`config.mk`:
```
export PLATFORM = sky130hd
export DESIGN_NAME = button_debouncer
export DESIGN_NICKNAME = d
export VERILOG_FILES = /design/src/rtl/button_debouncer_pkg.sv /design/src/rtl/button_debouncer_channel.sv /design/src/rtl/button_debouncer.sv
export SDC_FILE = /design/constraint.sdc
export NUM_CORES = 1
export LEC_CHECK = 0
export CORE_ASPECT_RATIO = 0.75
export CORE_MARGIN = 10
export CORE_UTILIZATION = 50
export CTS_BUF_LIST = sky130_fd_sc_hd__clkbuf_16
export DETAILED_ROUTE_END_ITERATION = 8
export PLACE_DENSITY = 0.73
export SYNTH_ARGS = -nofsm -noshare
export SYNTH_HDL_FRONTEND = slang
export SYNTH_SLANG_ARGS = --single-unit
```
`constraint.sdc`:
```
create_clock -name clk -period 1.75 [get_ports clk]
set_input_delay 0.35 -clock clk [delete_from_list [all_inputs] [get_ports clk]]
set_output_delay 0.35 -clock clk [all_outputs]
set_load 0.02 [all_outputs]
```
`src/rtl/button_debouncer_pkg.sv`:
```
// Shared definitions for the joystick line debouncer: line indices, idle levels,
// and helpers used by the top and the per-line channel.
package button_debouncer_pkg;

    // Number of resistor-ladder joystick lines.
    localparam int unsigned NUM_LINES = 4;

    // Bit positions of each joystick line within raw_in / db_out.
    localparam int unsigned CH_TWO_RES_Y = 0;
    localparam int unsigned CH_ONE_RES_Y = 1;
    localparam int unsigned CH_TWO_RES_X = 2;
    localparam int unsigned CH_ONE_RES_X = 3;

    // Released (idle) level of each line type.
    localparam logic IDLE_ONE_RES = 1'b1;
    localparam logic IDLE_TWO_RES = 1'b0;

    // Released level per line, assembled from the line map (evaluates to 4'b1010).
    localparam logic [NUM_LINES-1:0] IDLE_MASK_DEFAULT =
        (NUM_LINES'(IDLE_ONE_RES) << CH_ONE_RES_X) |
        (NUM_LINES'(IDLE_TWO_RES) << CH_TWO_RES_X) |
        (NUM_LINES'(IDLE_ONE_RES) << CH_ONE_RES_Y) |
        (NUM_LINES'(IDLE_TWO_RES) << CH_TWO_RES_Y);

    // Width of a qualification counter that must hold values 0..ticks.
    function automatic int unsigned cnt_width(input int unsigned ticks);
        return $clog2(ticks + 1);
    endfunction

endpackage

```
`src/rtl/button_debouncer_channel.sv`:
```
// One debounce channel: synchroniser chain, tick-qualified stability counter,
// debounced level and one-cycle press/release pulses.
module button_debouncer_channel
    import button_debouncer_pkg::*;
#(
    parameter int unsigned SYNC_STAGES  = 2,
    parameter int unsigned STABLE_TICKS = 10,
    parameter logic        IDLE_LEVEL   = 1'b0
) (
    input  logic clk,
    input  logic rst_n,
    input  logic raw,
    input  logic tick,
    output logic db,
    output logic press_evt,
    output logic release_evt
);

    localparam int unsigned      CNT_W    = cnt_width(STABLE_TICKS);
    localparam logic [CNT_W-1:0] CNT_LAST = CNT_W'(STABLE_TICKS - 1);

    logic [SYNC_STAGES-1:0] sync_q;
    logic                   sync_level;
    logic [CNT_W-1:0]       cnt_q, cnt_d;
    logic                   db_q, db_d;
    logic                   press_q, press_d;
    logic                   release_q, release_d;

    // Plain shift chain; the oldest stage is the synchronised level.
    always_ff @(posedge clk) begin
        if (!rst_n) begin
            sync_q <= {SYNC_STAGES{IDLE_LEVEL}};
        end else begin
            sync_q <= {sync_q[SYNC_STAGES-2:0], raw};
        end
    end

    assign sync_level = sync_q[SYNC_STAGES-1];

    // Qualify a new level over consecutive mismatching ticks; any match restarts.
    always_comb begin
        cnt_d     = cnt_q;
        db_d      = db_q;
        press_d   = 1'b0;
        release_d = 1'b0;
        if (tick) begin
            if (sync_level == db_q) begin
                cnt_d = '0;
            end else if (cnt_q == CNT_LAST) begin
                cnt_d = '0;
                db_d  = sync_level;
                if (sync_level != IDLE_LEVEL) begin
                    press_d = 1'b1;
                end else begin
                    release_d = 1'b1;
                end
            end else begin
                cnt_d = cnt_q + CNT_W'(1);
            end
        end
    end

    // Counter, debounced level and event pulses; reset forces idle with no pulses.
    always_ff @(posedge clk) begin
        if (!rst_n) begin
            cnt_q     <= '0;
            db_q      <= IDLE_LEVEL;
            press_q   <= 1'b0;
            release_q <= 1'b0;
        end else begin
            cnt_q     <= cnt_d;
            db_q      <= db_d;
            press_q   <= press_d;
            release_q <= release_d;
        end
    end

    assign db          = db_q;
    assign press_evt   = press_q;
    assign release_evt = release_q;

endmodule

```
`src/rtl/button_debouncer.sv`:
```
// Joystick line conditioner: shared sample-tick prescaler feeding one debounce
// channel per raw line. Outputs keep raw polarity; pressed is relative to idle.
module button_debouncer
    import button_debouncer_pkg::*;
#(
    parameter int unsigned     N_CH         = NUM_LINES,
    parameter int unsigned     SYNC_STAGES  = 2,
    parameter int unsigned     TICK_DIV     = 50000,
    parameter int unsigned     STABLE_TICKS = 10,
    parameter logic [N_CH-1:0] IDLE_MASK    = N_CH'(IDLE_MASK_DEFAULT)
) (
    input  logic            clk,
    input  logic            rst_n,
    input  logic [N_CH-1:0] raw_in,
    output logic [N_CH-1:0] db_out,
    output logic [N_CH-1:0] pressed,
    output logic [N_CH-1:0] press_evt,
    output logic [N_CH-1:0] release_evt,
    output logic            tick
);

    localparam int unsigned     PRE_W    = $clog2(TICK_DIV);
    localparam logic [PRE_W-1:0] PRE_LAST = PRE_W'(TICK_DIV - 1);

    logic [PRE_W-1:0] pre_q, pre_d;
    logic             tick_q, tick_d;

    // Prescaler wraps at TICK_DIV-1; the strobe is registered off the wrap.
    always_comb begin
        pre_d  = pre_q + PRE_W'(1);
        tick_d = 1'b0;
        if (pre_q == PRE_LAST) begin
            pre_d  = '0;
            tick_d = 1'b1;
        end
    end

    // Prescaler and tick strobe registers.
    always_ff @(posedge clk) begin
        if (!rst_n) begin
            pre_q  <= '0;
            tick_q <= 1'b0;
        end else begin
            pre_q  <= pre_d;
            tick_q <= tick_d;
        end
    end

    assign tick = tick_q;

    for (genvar i = 0; i < int'(N_CH); i++) begin : g_ch
        button_debouncer_channel #(
            .SYNC_STAGES  (SYNC_STAGES),
            .STABLE_TICKS (STABLE_TICKS),
            .IDLE_LEVEL   (IDLE_MASK[i])
        ) u_channel (
            .clk         (clk),
            .rst_n       (rst_n),
            .raw         (raw_in[i]),
            .tick        (tick_q),
            .db          (db_out[i]),
            .press_evt   (press_evt[i]),
            .release_evt (release_evt[i])
        );
    end

    assign pressed = db_out ^ IDLE_MASK;

endmodule

```
== Word-level counts from Yosys, hierarchy flattened ==
Index checks and enable logic that the tools add are counted.
Storage, ports and cells
  register bits: 53
  input bits: 6
  output and inout port bits: 17
  logic and storage cells: 73
Operators by class
  add/subtract/negate cells: 5
  equal/unequal tests: 9
  muxes and demuxes: 17
  bitwise logic cells: 11
  reduce and logical (&&, ||, !) cells: 9
Operators by type and width (number)
  $mux 4: 8
  $add 16x1->16 const B: 1
  $add 4x1->4 const B: 4
  $eq 16x16->1 const B: 1
  $eq 4x4->1 const B: 4
  $reduce_or 4->1: 4
  $reduce_and 3->1: 4
  $not 1->1: 10
  $mux 1: 9
  $eq 1x1->1: 4
  $not 2->2: 1
  $reduce_or 2->1: 1

== Logic depth before layout (Yosys ltp) ==
  word-level depth: 3
  gate-level depth with buffers: 6

== By module ==
Synthesis repeated with hierarchy kept, for this count alone.
Second synthesis, totals
  cell total of the unflattened synthesis: 241
  area, all modules: 2461.1 um^2
By module, submodules not included
  button_debouncer_channel: times used 4, cells each 39, area an instance 400.4 um^2, sequential area each 180.2 um^2
  button_debouncer: times used 1, cells each 85, area an instance 859.6 um^2, sequential area each 340.3 um^2

== Worst setup path before layout ==
OpenSTA, ideal clock, no wires.
  path kind: register to register
  start point: register pre_q[5]
  end point: register pre_q[11]
  data arrival time: 1628 ps
  setup slack: 7 ps
  cell stages (with the launch flop): 6
  path buffers: 1
  clock period less this slack: 1743 ps
  cells stage by stage: dfxtp_1 -> or4_1 -> or4_4 -> nand2_4 -> buf_12 -> nor2_1
On the way
  word-level cells in the longest chain between the ends: 2
  elaborated cells between the ends (all ways): 3
  classes of those cells: add/sub (1); eq/ne (1); reduce/logical (1)
RTL lines
  start: declaration: line button_debouncer.sv:25  | logic [PRE_W-1:0] pre_q, pre_d;
  start signal: assignment: line button_debouncer.sv:44  | pre_q <= pre_d;
  parallel branches: the longest is 2 deep, another holds $add 16x1->16
Several ways; the timed one is not identified.
A chain may end at the register's enable or synchronous reset.

== Final worst setup path ==
  start point: register g_ch[0].u_channel.db_q
  end point: output db_out[0]
RTL lines
  start: declaration: line button_debouncer_channel.sv:25  | logic db_q, db_d;
  start signal: assignment: line button_debouncer_channel.sv:67  | db_q <= IDLE_LEVEL;
  start signal: assignment: line button_debouncer_channel.sv:72  | db_q <= db_d;
  end: declaration: line button_debouncer.sv:15  | output logic [N_CH-1:0] db_out,
No word-level cell between the ends.

==> impl_metrics.csv <==
group,metric,value,unit
status,status,"complete, no violations",
worst_hold_path,hp-class,"reg -> reg",
setup_path,r2r_slack,0.11,ns
die,die_w,99.8,µm
pwr,vdd_ir_drop_max,0.557,mV
setup_path,end_kind,"output port",
setup_path,cp_cell_sequence,"clkdlybuf4s50_1",
die,start_util,52.6,%
global_route,grt_pass1_wl,7.73,mm
clocking,cts_tree,"done",
die,dieArea,0.00797,mm²
setup_path,crit_fanout,6,
global_route,overflow,0,
synthesis,synthCells,255,
timing,max_freq,588,MHz
synthesis,syn_nets,270,
timing,whs,0.413,ns
setup_path,worstSetupStartpoint,"g_ch[0].u_channel.db",
pwr,p_seq_share,48.7,%
clocking,cts.sinks,53,
placement,gp_congestion,0.776,
timing,max_slew_margin,77.5,%
pwr,switchingPower,463,µW
synthesis,ys_seq_area_share,44.4,%
synthesis,ys_ff_latch,53,
timing,period_share,97.2,%
synthesis,synth_flop_cell,"dfxtp_1",
synthesis,synth_cell_type_count,36,
die,core_area,0.00455,mm²
clocking,path_clk_slew,0.07,ns
setup_path,cp.depth,1,
synthesis,avgSynthCellArea,9.37,µm²
routing,post_drt_wl_per_cell,13.1,µm
finish,fin_nets,292,
worst_hold_path,hold_start,"g_ch[3].u_channel.sync_q[0]",
setup_path,crit_path_max_incr_delay,0.64,ns
setup_path,cpLargestDelayFamily,"buffers and inverters",
setup_path,path_class,"reg -> out",
setup_path,cp.buffers_inverters,1,
routing,viasPerCell,5.33,
setup_path,timing.rr.start,"pre_q[5]",
setup_path,reg2regPathDepth,3,
finish,n_antenna_cell,0,
clocking,clockRootBuffer,"clkbuf_16",
routing,vias,1784,
routing,routed_wl,4.39,mm
finish,area_growth,20.6,%
placement,dp_hpwl,3.13,mm
worst_hold_path,whs_endpoint,"g_ch[3].u_channel.sync_q[1]",
clocking,cts_setup_buffers,0,
timing,worst_pin_slew,0.335,ns
die,rows,21,
clocking,clockBufferDepth,2,
timing,setup_viol,0,
synthesis,yosysTopAreaCellShare,44.4,%
global_route,grt_util_all_layers,11.5,%
setup_path,critPathRequiredTime,1.40,ns
routing,drcViolationCount,0,
die,die_h,79.9,µm
pwr,power_leakage,0.00112,µW
synthesis,synth-async-reset-ratio,0,%
flow_run,max_cap_viol_count,0,
synthesis,syn_area,0.00239,mm²
timing,fin_skew,0.00255,ns
global_route,grt_pass1_vias,1722,
routing,detail-route-antenna-nets,0,
timing,fin_tns_setup,0,ns
setup_path,worst_ep_arrival_time,1.35,ns
pwr,powerDensity,878,mW/mm²
finish,final_cell_mix,"49 x dfxtp_1, 23 x nand3_1, 21 x nor2_1",
timing,rsz0062_at_grt,"no",
synthesis,synth_top_area_cell,"dfxtp_1",
placement,dp_cells,327,
setup_path,slowest_stage,"clkdlybuf4s50_1",
finish,drive_gt1_share,15.1,%
setup_path,reg2reg_to,"pre_q[1]",
pwr,pwr-share-clk,48.9,%
finish,layout.cells.non_filler,335,
clocking,numCtsBuffers,5,
synthesis,synth_area_leaders,"dfxtp_1 44%, nand3_1 4.8%, ha_1 4.7%",
pwr,p_comb_share,2.4,%
routing,drtIter0Drc,77,
die,io_pins,23,
clocking,htree_levels,2,
timing,finalMaxSlewViolations,0,
timing,hold_viol_final,0,
placement,portBuffers,22,
pwr,cell_internal_pwr,2070,µW
routing,drt_pass1_iterations,4,
setup_path,startpoint_type,"flop",
clocking,clock_latency,0.29,ns
finish,final_common_cell,"dfxtp_1",
timing,min_period,1.70,ns
global_route,grt_max_degree,37,
global_route,antenna_found_initial,0,
synthesis,yosys_warnings,0,
synthesis,synth_edf_count,0,
pwr,switching_share,18.3,%
worst_hold_path,min_path_cells,1,
## routing by layer
| layer | track usage [%] | part of all wire [%] | routed length, µm | vias up |
|---|---|---|---|---|
| met5 | 0 | 0 | 0 | - |
| met4 | 3.86 | 0.87 | 38 | 0 |
| met3 | 4.07 | 4.5 | 198 | 5 |
| met2 | 18.5 | 44 | 1910 | 27 |
| met1 | 14.0 | 51 | 2240 | 832 |
| li1 | - | - | - | 920 |
## worst max path at each step
stage	end	slack, ns
5_1_grt	db_out[0]	0.002
2_1_floorplan	pre_q[11]	0.007
3_5_place_dp	pre_q[11]	0.01
6_report	db_out[0]	0.05
4_1_cts	pre_q[1]	0.003
3_3_place_gp	g_ch[1].u_channel.cnt_q[3]	0.05
## Yosys cell counts (all sizes together), types with 2 or more instances
cell	number
nand4b	5
ha	9
nor3	5
xor2	8
and2	8
nand2b	8
or4	6
nand3	23
inv	8
a31oi	4
and3	2
mux2	4
buf	16
nand3b	8
or3	2
and3b	4
dfxtp	53
o22ai	4
a21oi	3
nor4	2
or3b	4
o211ai	4
nor2	21
nand2	14
nand4	4
clkbuf	8
nor3b	6
xnor2	9
## registers in the layout, summed over array words and instances, names as in the netlist
signal,count
g_ch.u_channel.db,4
g_ch.u_channel.press_evt,4
g_ch.u_channel.release_evt,4
pre_q,16
g_ch.u_channel.sync_q,8
g_ch.u_channel.cnt_q,16
tick,1
## final cells by class
| type | count | area, µm² |
|---|---|---|
| Clock buffer | 5 | 125 |
| Timing Repair Buffer | 39 | 373 |
| Fill cell | 374 | 1660 |
| Sequential cell | 53 | 1070 |
| Tap cell | 57 | 71.3 |
| Inverter | 8 | 30.0 |
| Clock inverter | 3 | 65.1 |
| Multi-Input combinational cell | 170 | 1150 |
## power groups by stage
| stage | Clock (µW) | Sequential [µW] | Combinational [µW] |
|---|---|---|---|
| 6_report | 1240 | 1230 | 60.5 |
| 5_1_grt | 1310 | 1230 | 68.4 |
| 4_1_cts | 1260 | 1230 | 61.5 |
| 3_5_place_dp | 0 | 1260 | 59.4 |
| 3_3_place_gp | 0 | 1260 | 58.1 |
| 2_1_floorplan | 0 | 1260 | 39.4 |
## through the flow
stage / total power (µW) / setup WS [ns] / util, % / area (µm²)
floorplan: 1290 / 0.00727 / - / 2390
global placement: 1320 / 0.0503 / 58.5 / 2660
detailed placement: 1320 / 0.0112 / 58.5 / 2660
CTS: 2550 / 0.00333 / 62.9 / 2860
global route: 2610 / 0.00210 / 63.4 / 2880
finish: 2530 / 0.0493 / 63.4 / 2880
## timing repair
action	4_1_cts	5_1_grt
endpoints found under the setup margin	1	28
pin swaps	0	4
gates resized for setup	1	11
hold buffers	0	0
## cells by family (layout without fill, tap and decap cells)
family                     after synthesis  after routing  share of synthesized area [%]
AOI/OAI and AO/OA                       16             16                           4.19
xor gates and xnor gates                17             17                           6.23
adders and majority gates                9              9                           4.71
buffers and inverters                   32             55                           7.96
DFF                                     53             53                           44.4
muxes                                    4              4                           1.88
and+or+nand+nor                        124            124                           30.6
No activity file was read; power rests on OpenSTA's default activity.
